<file path="src/rtl/stepper_scheduler.sv">
// stepper_scheduler
//   Sequencing and round-robin arbitration controller for the four-channel
//   stepper bus. After reset it initialises motors 0..3 (counter reset, awake,
//   full-step), then accepts move commands and emits step writes at the
//   commanded tick rate. All channels share one 8-bit control byte qualified
//   by a one-cycle wr strobe; at most one channel is granted per cycle.
//
//   Optional feature macro: STEPPER_AUTOSLEEP_EN
//     When defined, a channel that completes or is aborted issues one extra
//     sleep write; the next step write to that channel wakes it again.
//
// Ports
//   clk, reset        system clock, synchronous active-high reset
//   cmd_valid/ready   command handshake (ready only once init is finished)
//   cmd_chan/dir/half command target channel and motor mode bits
//   cmd_steps         steps to run, 0 aborts the channel
//   cmd_period        timebase ticks between steps, 0 = back to back
//   control, wr       motor bus byte and its one-cycle write strobe
//   busy              per channel: steps still outstanding
//   done              per channel: pulse alongside the final step write
module stepper_scheduler #(
  parameter int PRESCALE = 1000,
  parameter int PERIOD_W = 16,
  parameter int COUNT_W  = 16
) (
  input  logic                clk,
  input  logic                reset,
  input  logic                cmd_valid,
  output logic                cmd_ready,
  input  logic [1:0]          cmd_chan,
  input  logic                cmd_dir,
  input  logic                cmd_half,
  input  logic [COUNT_W-1:0]  cmd_steps,
  input  logic [PERIOD_W-1:0] cmd_period,
  output logic [7:0]          control,
  output logic                wr,
  output logic [3:0]          busy,
  output logic [3:0]          done
);

  localparam int PS_W = (PRESCALE > 1) ? $clog2(PRESCALE) : 1;

  typedef enum logic [2:0] {INIT0, INIT1, INIT2, INIT3, RUN} state_t;

  state_t state, state_nx;

  logic [PS_W-1:0]               ps_cnt;
  logic                          tick;
  logic [3:0][COUNT_W-1:0]       remaining, rem_nx;
  logic [3:0][PERIOD_W-1:0]      period, timer;
  logic [3:0]                    dir, half, sleep_req;
  logic [3:0]                    accept_oh, step_req, req, gnt_oh, step_gnt;
  logic                          accept, gnt_vld;
  logic [1:0]                    ptr, gnt_ch, idx;
  logic                          wr_nx;
  logic [7:0]                    ctl_nx;

  assign accept = cmd_valid && cmd_ready;

  // Timebase prescaler
  assign tick = (ps_cnt == PS_W'(PRESCALE - 1));

  always_ff @(posedge clk) begin
    if (reset)     ps_cnt <= '0;
    else if (tick) ps_cnt <= '0;
    else           ps_cnt <= ps_cnt + PS_W'(1);
  end

  // Request vector. A channel taking a command this cycle sits out the
  // arbitration so a stale step never goes out after a retarget/abort.
  always_comb begin
    for (int i = 0; i < 4; i++) begin
      accept_oh[i] = accept && (cmd_chan == 2'(i));
      step_req[i]  = (remaining[i] != '0) && (timer[i] == '0);
      req[i]       = (step_req[i] || sleep_req[i]) && !accept_oh[i] && (state == RUN);
    end
  end

  // Round-robin: lowest offset from ptr wins, so scan offsets high to low.
  always_comb begin
    gnt_vld = 1'b0;
    gnt_ch  = ptr;
    idx     = ptr;
    for (int k = 3; k >= 0; k--) begin
      idx = ptr + 2'(k);
      if (req[idx]) begin
        gnt_vld = 1'b1;
        gnt_ch  = idx;
      end
    end
  end

  always_comb begin
    for (int i = 0; i < 4; i++) begin
      gnt_oh[i]   = gnt_vld && (gnt_ch == 2'(i));
      step_gnt[i] = gnt_oh[i] && step_req[i];
    end
  end

  always_ff @(posedge clk) begin
    if (reset)        ptr <= 2'd0;
    else if (gnt_vld) ptr <= gnt_ch + 2'd1;
  end

  // Channel state
  always_comb begin
    for (int i = 0; i < 4; i++) begin
      rem_nx[i] = remaining[i];
      if (accept_oh[i])     rem_nx[i] = cmd_steps;
      else if (step_gnt[i]) rem_nx[i] = remaining[i] - COUNT_W'(1);
    end
  end

  always_ff @(posedge clk) begin
    if (reset) begin
      remaining <= '0;
      timer     <= '0;
      period    <= '0;
      dir       <= '0;
      half      <= '0;
      busy      <= '0;
      done      <= '0;
    end else begin
      remaining <= rem_nx;
      for (int i = 0; i < 4; i++) begin
        busy[i] <= (rem_nx[i] != '0);
        done[i] <= step_gnt[i] && (remaining[i] == COUNT_W'(1));
        if (accept_oh[i]) begin
          dir[i]    <= cmd_dir;
          half[i]   <= cmd_half;
          period[i] <= cmd_period;
          timer[i]  <= '0;
        end else if (step_gnt[i]) begin
          timer[i]  <= period[i];
        end else if (tick && (timer[i] != '0)) begin
          timer[i]  <= timer[i] - PERIOD_W'(1);
        end
      end
    end
  end

`ifdef STEPPER_AUTOSLEEP_EN
  // Sleep is requested on completion or abort, dropped once written or when
  // a new command arrives; a step write implicitly wakes the motor.
  always_ff @(posedge clk) begin
    if (reset) begin
      sleep_req <= '0;
    end else begin
      for (int i = 0; i < 4; i++) begin
        if (accept_oh[i])     sleep_req[i] <= (cmd_steps == '0);
        else if (step_gnt[i]) sleep_req[i] <= (remaining[i] == COUNT_W'(1));
        else if (gnt_oh[i])   sleep_req[i] <= 1'b0;
      end
    end
  end
`else
  assign sleep_req = '0;
`endif

  // Sequencer FSM
  always_ff @(posedge clk) begin
    if (reset) state <= INIT0;
    else       state <= state_nx;
  end

  always_comb begin
    state_nx = state;
    wr_nx    = 1'b0;
    ctl_nx   = control;
    case (state)
      INIT0: begin wr_nx = 1'b1; ctl_nx = 8'h10; state_nx = INIT1; end
      INIT1: begin wr_nx = 1'b1; ctl_nx = 8'h30; state_nx = INIT2; end
      INIT2: begin wr_nx = 1'b1; ctl_nx = 8'h50; state_nx = INIT3; end
      INIT3: begin wr_nx = 1'b1; ctl_nx = 8'h70; state_nx = RUN;   end
      RUN: begin
        if (gnt_vld) begin
          wr_nx = 1'b1;
          if (step_req[gnt_ch])
            ctl_nx = {1'b0, gnt_ch, 2'b00, half[gnt_ch], dir[gnt_ch], 1'b1};
          else
            ctl_nx = {1'b0, gnt_ch, 2'b01, half[gnt_ch], dir[gnt_ch], 1'b0};
        end
      end
      default: state_nx = INIT0;
    endcase
  end

  always_ff @(posedge clk) begin
    if (reset) begin
      control   <= 8'h00;
      wr        <= 1'b0;
      cmd_ready <= 1'b0;
    end else begin
      control   <= ctl_nx;
      wr        <= wr_nx;
      cmd_ready <= (state_nx == RUN);
    end
  end

endmodule

</file>
<file path="config.mk">
export PLATFORM = sky130hd
export DESIGN_NAME = stepper_scheduler
export DESIGN_NICKNAME = d
export VERILOG_FILES = /design/src/rtl/stepper_scheduler.sv
export SDC_FILE = /design/constraint.sdc
export NUM_CORES = 1
export LEC_CHECK = 0
export BUFFER_PORTS_ARGS = -buffer_cell sky130_fd_sc_hd__clkbuf_2
export CORE_MARGIN = 8
export CORE_UTILIZATION = 25
export CTS_CLUSTER_SIZE = 25
export DETAILED_ROUTE_END_ITERATION = 8
export SETUP_SLACK_MARGIN = 0.4
export SLEW_MARGIN = 20
export SYNTH_ARGS = -nofsm -noshare
export SYNTH_HDL_FRONTEND = slang
export SYNTH_SLANG_ARGS = --single-unit
</file>
<file path="constraint.sdc">
create_clock -name clk -period 5.87 [get_ports clk]
set_clock_uncertainty 0.1 [all_clocks]
set_input_delay 0.587 -clock clk [delete_from_list [all_inputs] [get_ports clk]]
set_output_delay 0.587 -clock clk [all_outputs]
set_load 0.1 [all_outputs]
</file>
==> impl_metrics.yaml, run 1 <==
run_status:
  status: "completed"
synth:
  synth_most_common_cell: "nand2_1"
  syn_area_per_cell_sq_um: 7.87
  synth.lib_cells_used.distinct: 74
  synth_warnings: 0
  ys_ff_latch: 232
  async_reset_ff_share_pct: 0
  seq_area_frac_synth_pct: 40.2
  syn-cell-area_sq_um: 11600
  syn_inst: 1469
  synth-edff-count: 0
  synth_largest_type_area_fraction_pct: 40.2
  postSynthNetCount: 1525
  post_synth_main_area_contributors: "dfxtp_1 (40%), nand2_1 (8.6%), a21oi_1 (7.2%)"
  ys_top_cells_by_count: "nand2_1 (266), dfxtp_1 (232), a21oi_1 (166), nor2_1 (154), xnor2_1 (76)"
  ys_dominant_reg_cell: "dfxtp_1"
  synthDominantAreaCellType: "dfxtp_1"
global_routing:
  grt-ovfl-total: 0
  grt_start_max_net_pins: 57
  via_count_of_the_first_global_routing_pass: 10000
  first_pass_grt_wire_length_um: 55200
  gr-usage-all-layers_pct: 12.8
  antenna_found_initial: 0
clock_network:
  clock_buffer_count_from_cts: 25
  insertion_delay_ns: 0.53
  cts_post_setup_buffers_inserted: 0
  tritoncts: "done"
  clkSinkCount: 232
  cts.repair.resized: 0
  cts.root.buffer_cell: "clkbuf_16"
  clock_tree.buffer_depth: 3
  htreeDepth: 1
  post_cts_hold_buffer_count: 0
  cts_clk_pin_slew_worst_paths_ns: 0.06
critical_path:
  reg2reg_to: "busy[0]$_SDFF_PP0_"
  r2r_start: "remaining[53]$_SDFF_PP0_"
  critPathLaunchType: "register"
  arrival_ns: 5.07
  path_class: "register to register"
  rrSetupSlack_ns: 1.08
  timing.critical_path.fanout_max: 18
  timing.reg2reg.worst_path_depth: 11
  worst_ep_required_time_ns: 6.15
  endpoint_kind: "register"
power:
  power.switching_mw: 0.864
  internal_power_mw: 2.62
  net_switching_fraction_of_the_power_pct: 24.8
  power.static_leakage_nw: 4.86
  pwr-share-seq_pct: 46.3
  cellPowerDensity_nw_per_um2: 263
  post-layout-total-power_mw: 3.48
  power.share.clock_pct: 46.4
  combinationalPowerShare_pct: 7.3
  max-vdd-ir-drop_uv: 151
worst_hold_path:
  hp-class: "input port to register"
  timing.hold.worst_endpoint: "half[3]$_SDFFE_PP0P_"
  timing.hold.worst.start: "cmd_half"
  holdPathStages: 3
drt:
  detail_route.first_pass.iterations: 5
  drt_iter0_markers: 787
  post_route_antenna_net_violation_count: 0
  routed_wirelength_um: 35000
  post-route-drc-count: 0
  via_count: 10400
  post_drt_wl_per_cell_um: 16.6
  viasPerCell: 4.93
finish:
  n_antenna_cell: 0
  final_cell_count_no_fill: 2107
  filler_cell_count: 4929
  layout-drive-gt1-share_pct: 9.20
  area_growth_syn_to_layout_pct: 14.4
  multiInputGateArea_sq_um: 6530
  seq_area_sq_um: 4640
  final_core_util_pct: 28.7
  final_net_count: 1540
  final_design_area_no_fill_sq_um: 13200
floorplan:
  initial_core_util_pct: 25.1
  core_area_sq_um: 46200
  fp.dieArea_sq_um: 53400
  dieWidth_um: 231
  num_io_pins: 57
  number_of_placement_rows: 79
  die_h_um: 231
placement:
  io_buffer_count: 55
  place_hpwl_um: 24400
  placedCellCount: 2064
  placement.setup.worst_slack_ns: 1.17
  gpl.final_weighted_congestion: 0.867
  placement.cell_area_sq_um: 12400
sta:
  hold_violations_final: 0
  rsz_0062_raised_after_global_routing: "false"
  report.final.setup_viol: 0
  timing.setup.tns_ns: 0
  final_max_slew_viol_count: 0
  worst_slew_margin_rel_pct: 32.3
  fmax_ghz: 0.209
  worst_pin_slew_ns: 1.01
  period_share_pct: 81.7
  clock_period_minus_final_worst_setup_slack_ns: 4.79
  timing.final.ws_setup_ns: 1.08
  holdWs_ns: 0.244
job:
  cap_viol_max_count: 0
[logic make-up after synthesis]
kind of cell               count (synthesis)  synth area share [%]
xor gates and xnor gates                 115                  8.71
DFF                                      232                  40.2
other                                      1                0.0324
muxes                                     25                  2.20
buffers and inverters                    105                  3.58
adders and majority gates                 17                  1.84
and+or+nand+nor                          708                  29.8
AOI/OAI and AO/OA                        266                  13.7
[final cells by class]
type | count | share of cell area [%]
inverters | 22 | 0.624
flip-flops and latches | 232 | 35.1
well taps | 607 | 5.74
multi-input cells | 1132 | 49.3
clock inverters | 8 | 0.889
clock buffers | 35 | 5.31
repair buffers | 71 | 3.01
[how the worst max path moves through the flow]
stage                             startpoint                 end  cells past startpoint
CTS                 remaining[53]$_SDFF_PP0_  busy[0]$_SDFF_PP0_                     11
floorplan             timer[36]$_SDFFE_PP0P_  busy[0]$_SDFF_PP0_                     14
finish              remaining[53]$_SDFF_PP0_  busy[0]$_SDFF_PP0_                     11
global route        remaining[53]$_SDFF_PP0_  busy[0]$_SDFF_PP0_                     11
detailed placement  remaining[53]$_SDFF_PP0_  busy[0]$_SDFF_PP0_                     11
global placement    remaining[53]$_SDFF_PP0_  busy[0]$_SDFF_PP0_                     11
[per-layer routing]
metal	global-route usage [%]	up-vias	routed length [um]
met4	6.77	0	1740
met2	21.7	303	16400
met5	0	-	0
met1	15.2	4908	14800
met3	2.24	82	2000
li1	-	5104	-
[sequential cells by signal (all words and copies together), names as in the netlist]
register / flops
period: 64
remaining: 64
timer: 64
ps_cnt: 10
control: 7
busy: 4
dir: 4
done: 4
half: 4
state: 3
ptr: 2
cmd_ready: 1
wr: 1
[critical path: stages (launching register included)]
cell and delay [ns]:
dfxtp_1 0.35, or4_1 0.63, or4b_1 0.60, o311ai_1 0.77, or2b_1 0.31, a31o_4 0.28, and2_4 0.21, nor3_4 0.68
and3_1 0.29, xor2_1 0.09, o31ai_1 0.21, a41oi_1 0.13
[power groups by stage]
stage | combinational, mW | clock, mW | sequential, mW
CTS | 0.252 | 1.65 | 1.61
finish | 0.253 | 1.62 | 1.61
global route | 0.269 | 1.72 | 1.61
detailed placement | 0.251 | 0 | 1.65
floorplan | 0.117 | 0 | 1.69
global placement | 0.250 | 0 | 1.65
[cell usage in the layout (no fill, tap or decap), drive strengths merged, types with 8 or more instances in the layout]
cell	count
inv	22
nand2b	10
o211ai	12
clkbuf	89
xor2	39
nand3b	9
nand4	8
nor2	155
nor4	43
nor2b	33
a21oi	167
nor3	57
mux2i	22
or3	20
and3	12
o21ai	28
dfxtp	232
nand3	29
buf	17
nand2	266
xnor2	76
ha	17
a211oi	18
or4	19
nor4b	9
No activity file was read; power rests on OpenSTA's default activity.
==> run 2, diff against run 1 <==
clock period = 4.4 ns   (was 5.87 ns; I/O delays follow)
==> run 2 against run 1 <==
- via count rose by 1.3%
- die area did not move
- maximum frequency rose by 19%
- sequential share of layout area fell by 1.3 points
- critical path type unchanged
- utilization rose by 1.1 points
- register-to-register slack got worse by 0.72 ns
- hold slack got worse by 0.18 ns
- setup slack got worse by 0.72 ns
- final cell count rose by 1.9%
==> impl_metrics.yaml, run 2 (synthesis gave the netlist of run 1 again) <==
critical_path:
  critPathTopFamily: "simple AND/OR/NAND/NOR gates"
  path_class: "register to register"
  critical_path.max_stage_delay_ns: 0.53
  timing.critical_path.fanout_max: 11
  timing.critical_path.cells: "or4_4 -> or4b_4 -> or2_1 -> or4_4 -> a31o_4 -> buf_4 -> and2_4 -> nor4_1 -> xnor2_1 -> o21ai_0 -> nor3_1 -> a41oi_1"
  arrival_ns: 4.34
  critPathBufInv: 1
  critPathLaunchType: "register"
  timing.critical_path.mode_cell: "or4_4"
  endpoint_kind: "register"
  worst_ep_required_time_ns: 4.70
  rrSetupSlack_ns: 0.36
  cp_slowest_cell: "or4_4"
floorplan:
  dieWidth_um: 231
  core_area_sq_um: 46200
  number_of_placement_rows: 79
  fp.dieArea_sq_um: 53400
  initial_core_util_pct: 25.1
  num_io_pins: 57
  die_h_um: 231
power:
  post-layout-total-power_mw: 4.79
  power.static_leakage_nw: 5.12
  cellPowerDensity_nw_per_um2: 349
  max-vdd-ir-drop_uv: 215
worst_hold_path:
  hp-class: "input port to register"
finish:
  area_growth_syn_to_layout_pct: 18.8
  mostFrequentLayoutCells: "nand2_1 (266), dfxtp_1 (230), a21oi_1 (166)"
  layout-drive-gt1-share_pct: 13.6
  n_antenna_cell: 0
  filler_cell_count: 4886
  final_common_cell: "nand2_1"
  final_net_count: 1578
  final_core_util_pct: 29.8
  biggestRegsByFlops: "period x64, remaining x64, timer x64"
placement:
  place_hpwl_um: 25500
  placement.setup.worst_slack_ns: 0.235
  gpl.final_weighted_congestion: 0.891
  io_buffer_count: 55
drt:
  post-route-drc-count: 0
  routed_wirelength_um: 35800
  post_drt_wl_per_cell_um: 16.7
  viasPerCell: 4.90
  drt_iter0_markers: 770
  detail_route.first_pass.iterations: 7
  post_route_antenna_net_violation_count: 0
  via_count: 10500
sta:
  timing.final.ws_setup_ns: 0.359
  holdWs_ns: 0.0665
  final_max_slew_viol_count: 0
  worst_slew_margin_rel_pct: 32.1
  clock_period_minus_final_worst_setup_slack_ns: 4.04
  period_share_pct: 91.8
  worst_pin_slew_ns: 1.01
  fmax_ghz: 0.247
  hold_violations_final: 0
  timing.setup.tns_ns: 0
  report.final.setup_viol: 0
  rsz_0062_raised_after_global_routing: "true"
clock_network:
  insertion_delay_ns: 0.55
  cts_clk_pin_slew_worst_paths_ns: 0.06
  clock_tree.buffer_depth: 3
  htreeDepth: 1
  tritoncts: "done"
  clock_buffer_count_from_cts: 25
  post_cts_hold_buffer_count: 0
  clkSinkCount: 232
  cts.root.buffer_cell: "clkbuf_16"
global_routing:
  via_count_of_the_first_global_routing_pass: 10200
  antenna_found_initial: 0
  first_pass_grt_wire_length_um: 56500
  grt_start_max_net_pins: 55
  grt-ovfl-total: 0
  gr-usage-all-layers_pct: 13.0
run_status:
  status: "completed"
job:
  cap_viol_max_count: 0
==> run 2: worst reg2reg max path, stage by stage (launching register included) <==
cell and delay [ns]:
dfxtp_2 0.32, or4_4 0.53, or4b_4 0.51, or2_1 0.25, or4_4 0.42, a31o_4 0.27, buf_4 0.15, and2_4 0.21
nor4_1 0.48, xnor2_1 0.17, o21ai_0 0.12, nor3_1 0.22, a41oi_1 0.15
==> run 2: path summary, 6_finish.rpt <==
check | cells after the start | from | end
worst max-delay path | 12 | timer[39]$_SDFFE_PP0P_ | busy[0]$_SDFF_PP0_
worst min-delay path | 3 | cmd_dir | dir[2]$_SDFFE_PP0P_
worst min register to register | 2 | control[3]$_SDFFE_PP0P_ | control[3]$_SDFFE_PP0P_
worst max register to register | 12 | timer[39]$_SDFFE_PP0P_ | busy[0]$_SDFF_PP0_
==> run 2: final cells by class <==
type	count	area [sq um]	share of cell area (%)
Timing Repair Buffer	109	687	5.00
Clock buffer	30	674	4.91
Clock inverter	16	221	1.61
Sequential cell	232	4650	33.8
Multi-Input combinational cell	1132	6670	48.5
Tap cell	607	759	5.53
Inverter	22	82.6	0.601
==> run 2: report_power, final <==
part | switching [mW] | total [mW] | internal (mW)
clock network | 0.939 | 2.29 | 1.35
registers | 0.0233 | 2.15 | 2.12
logic | 0.261 | 0.355 | 0.0934
==> run 2: stage by stage <==
stage                     instance area [sq um]  instances
after CTS                                 13600       2145
after floorplan                           11600       1469
after global placement                    12600       2093
final                                     13700       2148
after detailed placement                  12600       2093
after global routing                      13700       2148
==> run 2: layer usage <==
| metal | up-vias | GRT usage (%) | wire [um] | share of wire, % |
|---|---|---|---|---|
| met4 | 0 | 5.44 | 1320 | 3.7 |
| met3 | 69 | 1.86 | 1610 | 4.5 |
| met2 | 259 | 22.3 | 17300 | 48 |
| met5 | - | 0 | 0 | 0 |
| met1 | 5014 | 16.1 | 15600 | 43 |
| li1 | 5193 | - | - | - |
==> run 2: timing repair <==
item / 4_1_cts / 5_1_grt
hold endpoints to repair: 0 / 0
setup endpoints to repair: 3 / 3
setup buffers: 6 / 3
pin swaps: 13 / 13
gates resized for setup: 20 / 17
==> run 3, diff against run 2 <==
CORE_UTILIZATION = 30   (was 25)
HOLD_SLACK_MARGIN = 0.15   (was unset)
==> run 3 against run 2 <==
- power shrank 1.6%
- wire length shrank 1.5%
- maximum frequency grew 3.1%
- register-to-register slack gained 0.12 ns
- non-clock buffer count grew 12
- setup slack gained 0.12 ns
- largest power group unchanged
- highest routed layer unchanged
==> impl_metrics.yaml, run 3 (synthesis gave the netlist of run 1 again) <==
run_status:
  status: "completed"
finish:
  final_common_cell: "nand2_1"
  seq_area_sq_um: 4650
  mostFrequentLayoutCells: "nand2_1 (266), dfxtp_1 (229), a21oi_1 (166)"
  filler_cell_count: 4020
  layout-drive-gt1-share_pct: 13.9
  multiInputGateArea_sq_um: 6720
  final_net_count: 1590
  biggestRegsByFlops: "period x64, remaining x64, timer x64"
  area_growth_syn_to_layout_pct: 19.1
  final_core_util_pct: 35.9
critical_path:
  timing.critical_path.mode_cell: "or4_4"
  cp_slowest_cell: "or4b_2"
  worst_ep_required_time_ns: 4.69
  endpoint_kind: "register"
  timing.critical_path.cells: "inv_1 -> ha_2 -> or4b_2 -> or4_4 -> and3_4 -> o21ai_2 -> o211ai_1 -> or4_4 -> nor2_2 -> xnor2_1 -> o21ai_1 -> nor4_2 -> a31oi_1"
  critPathBufInv: 1
  critPathLaunchType: "register"
  path_class: "register to register"
  arrival_ns: 4.21
  critPathTopFamily: "simple AND/OR/NAND/NOR gates"
  timing.critical_path.fanout_max: 6
  critical_path.max_stage_delay_ns: 0.61
placement:
  place_hpwl_um: 24700
  gpl.final_weighted_congestion: 0.890
  placement.setup.worst_slack_ns: 0.240
  io_buffer_count: 55
drt:
  detail_route.first_pass.iterations: 5
  viasPerCell: 5.09
  post_drt_wl_per_cell_um: 17.0
  via_count: 10600
  routed_wirelength_um: 35300
  drt_iter0_markers: 666
  post_route_antenna_net_violation_count: 0
  post-route-drc-count: 0
clock_network:
  clock_tree.buffer_depth: 3
  insertion_delay_ns: 0.56
  cts.root.buffer_cell: "clkbuf_16"
  clkSinkCount: 232
  tritoncts: "done"
  cts_clk_pin_slew_worst_paths_ns: 0.07
  htreeDepth: 1
  clock_buffer_count_from_cts: 25
floorplan:
  core_area_sq_um: 38400
  num_io_pins: 57
  number_of_placement_rows: 72
  initial_core_util_pct: 30.1
  fp.dieArea_sq_um: 45100
  die_h_um: 212
  dieWidth_um: 212
power:
  power.static_leakage_nw: 5.18
  pwr-share-seq_pct: 45.6
  power.share.clock_pct: 46.6
  internal_power_mw: 3.52
  combinationalPowerShare_pct: 7.8
  post-layout-total-power_mw: 4.71
  power.switching_mw: 1.19
  net_switching_fraction_of_the_power_pct: 25.3
  cellPowerDensity_nw_per_um2: 342
  max-vdd-ir-drop_uv: 241
sta:
  rsz_0062_raised_after_global_routing: "true"
  timing.setup.tns_ns: 0
  timing.final.ws_setup_ns: 0.482
  final_max_slew_viol_count: 0
  clock_period_minus_final_worst_setup_slack_ns: 3.92
  fmax_ghz: 0.255
  worst_pin_slew_ns: 0.982
  period_share_pct: 89.0
  report.final.setup_viol: 0
  hold_violations_final: 0
  worst_slew_margin_rel_pct: 34.2
  holdWs_ns: 0.171
global_routing:
  antenna_found_initial: 1
  gr-usage-all-layers_pct: 15.4
  via_count_of_the_first_global_routing_pass: 10300
  first_pass_grt_wire_length_um: 55800
  grt-ovfl-total: 0
  grt_start_max_net_pins: 71
worst_hold_path:
  hp-class: "input port to register"
job:
  cap_viol_max_count: 0
## run 3: what timing repair did
action,in CTS,in global routing
gates resized for setup,17,33
setup buffers,4,7
endpoints found under the hold margin,57,0
setup endpoints to repair,3,5
hold buffers,15,0
pin swaps,11,18
## run 3: worst paths after layout
check,to,cells past startpoint,startpoint,slack (ns)
max,busy[1]$_SDFF_PP0_,13,remaining[48]$_SDFF_PP0_,0.48
min,period[43]$_SDFFE_PP0P_,3,cmd_period[11],0.17
max reg2reg,busy[1]$_SDFF_PP0_,13,remaining[48]$_SDFF_PP0_,0.48
min reg2reg,control[3]$_SDFFE_PP0P_,2,control[3]$_SDFFE_PP0P_,0.35
## run 3: power by group through the flow
stage | Clock [mW] | Combinational, mW | Sequential [mW]
after floorplan | 0 | 0.156 | 2.25
after global placement | 0 | 0.341 | 2.19
after detailed placement | 0 | 0.342 | 2.19
after CTS | 2.24 | 0.359 | 2.15
after global routing | 2.32 | 0.392 | 2.15
final | 2.20 | 0.367 | 2.15
## run 3: per-layer routing
| metal | routed length [um] | GRT usage [%] | part of all wire (%) |
|---|---|---|---|
| met1 | 15700 | 19.4 | 45 |
| met2 | 16700 | 26.0 | 47 |
| met3 | 1580 | 2.27 | 4.5 |
| met4 | 1250 | 6.31 | 3.5 |
| met5 | 0 | 0 | 0 |
## run 3: worst min-delay path: stages
cell      delay, ns
clkbuf_2       0.19
nand2_1        0.10
a21oi_1        0.05
## run 3: area by class of cell
cell class,instances,share of cell area (%)
diodes,1,0.0182
flip-flops and latches,232,33.7
well taps,518,4.70
clock inverters,13,1.16
repair buffers,121,6.00
multi-input cells,1132,48.8
clock buffers,32,5.02
inverters,22,0.599
## run 3: through the flow
| stage | cell area [sq um] | instances |
|---|---|---|
| 5_1_grt | 13800 | 2071 |
| 3_5_place_dp | 12500 | 1999 |
| 2_1_floorplan | 11600 | 1469 |
| 4_1_cts | 13600 | 2063 |
| 6_report | 13800 | 2071 |
| 3_3_place_gp | 12500 | 1999 |
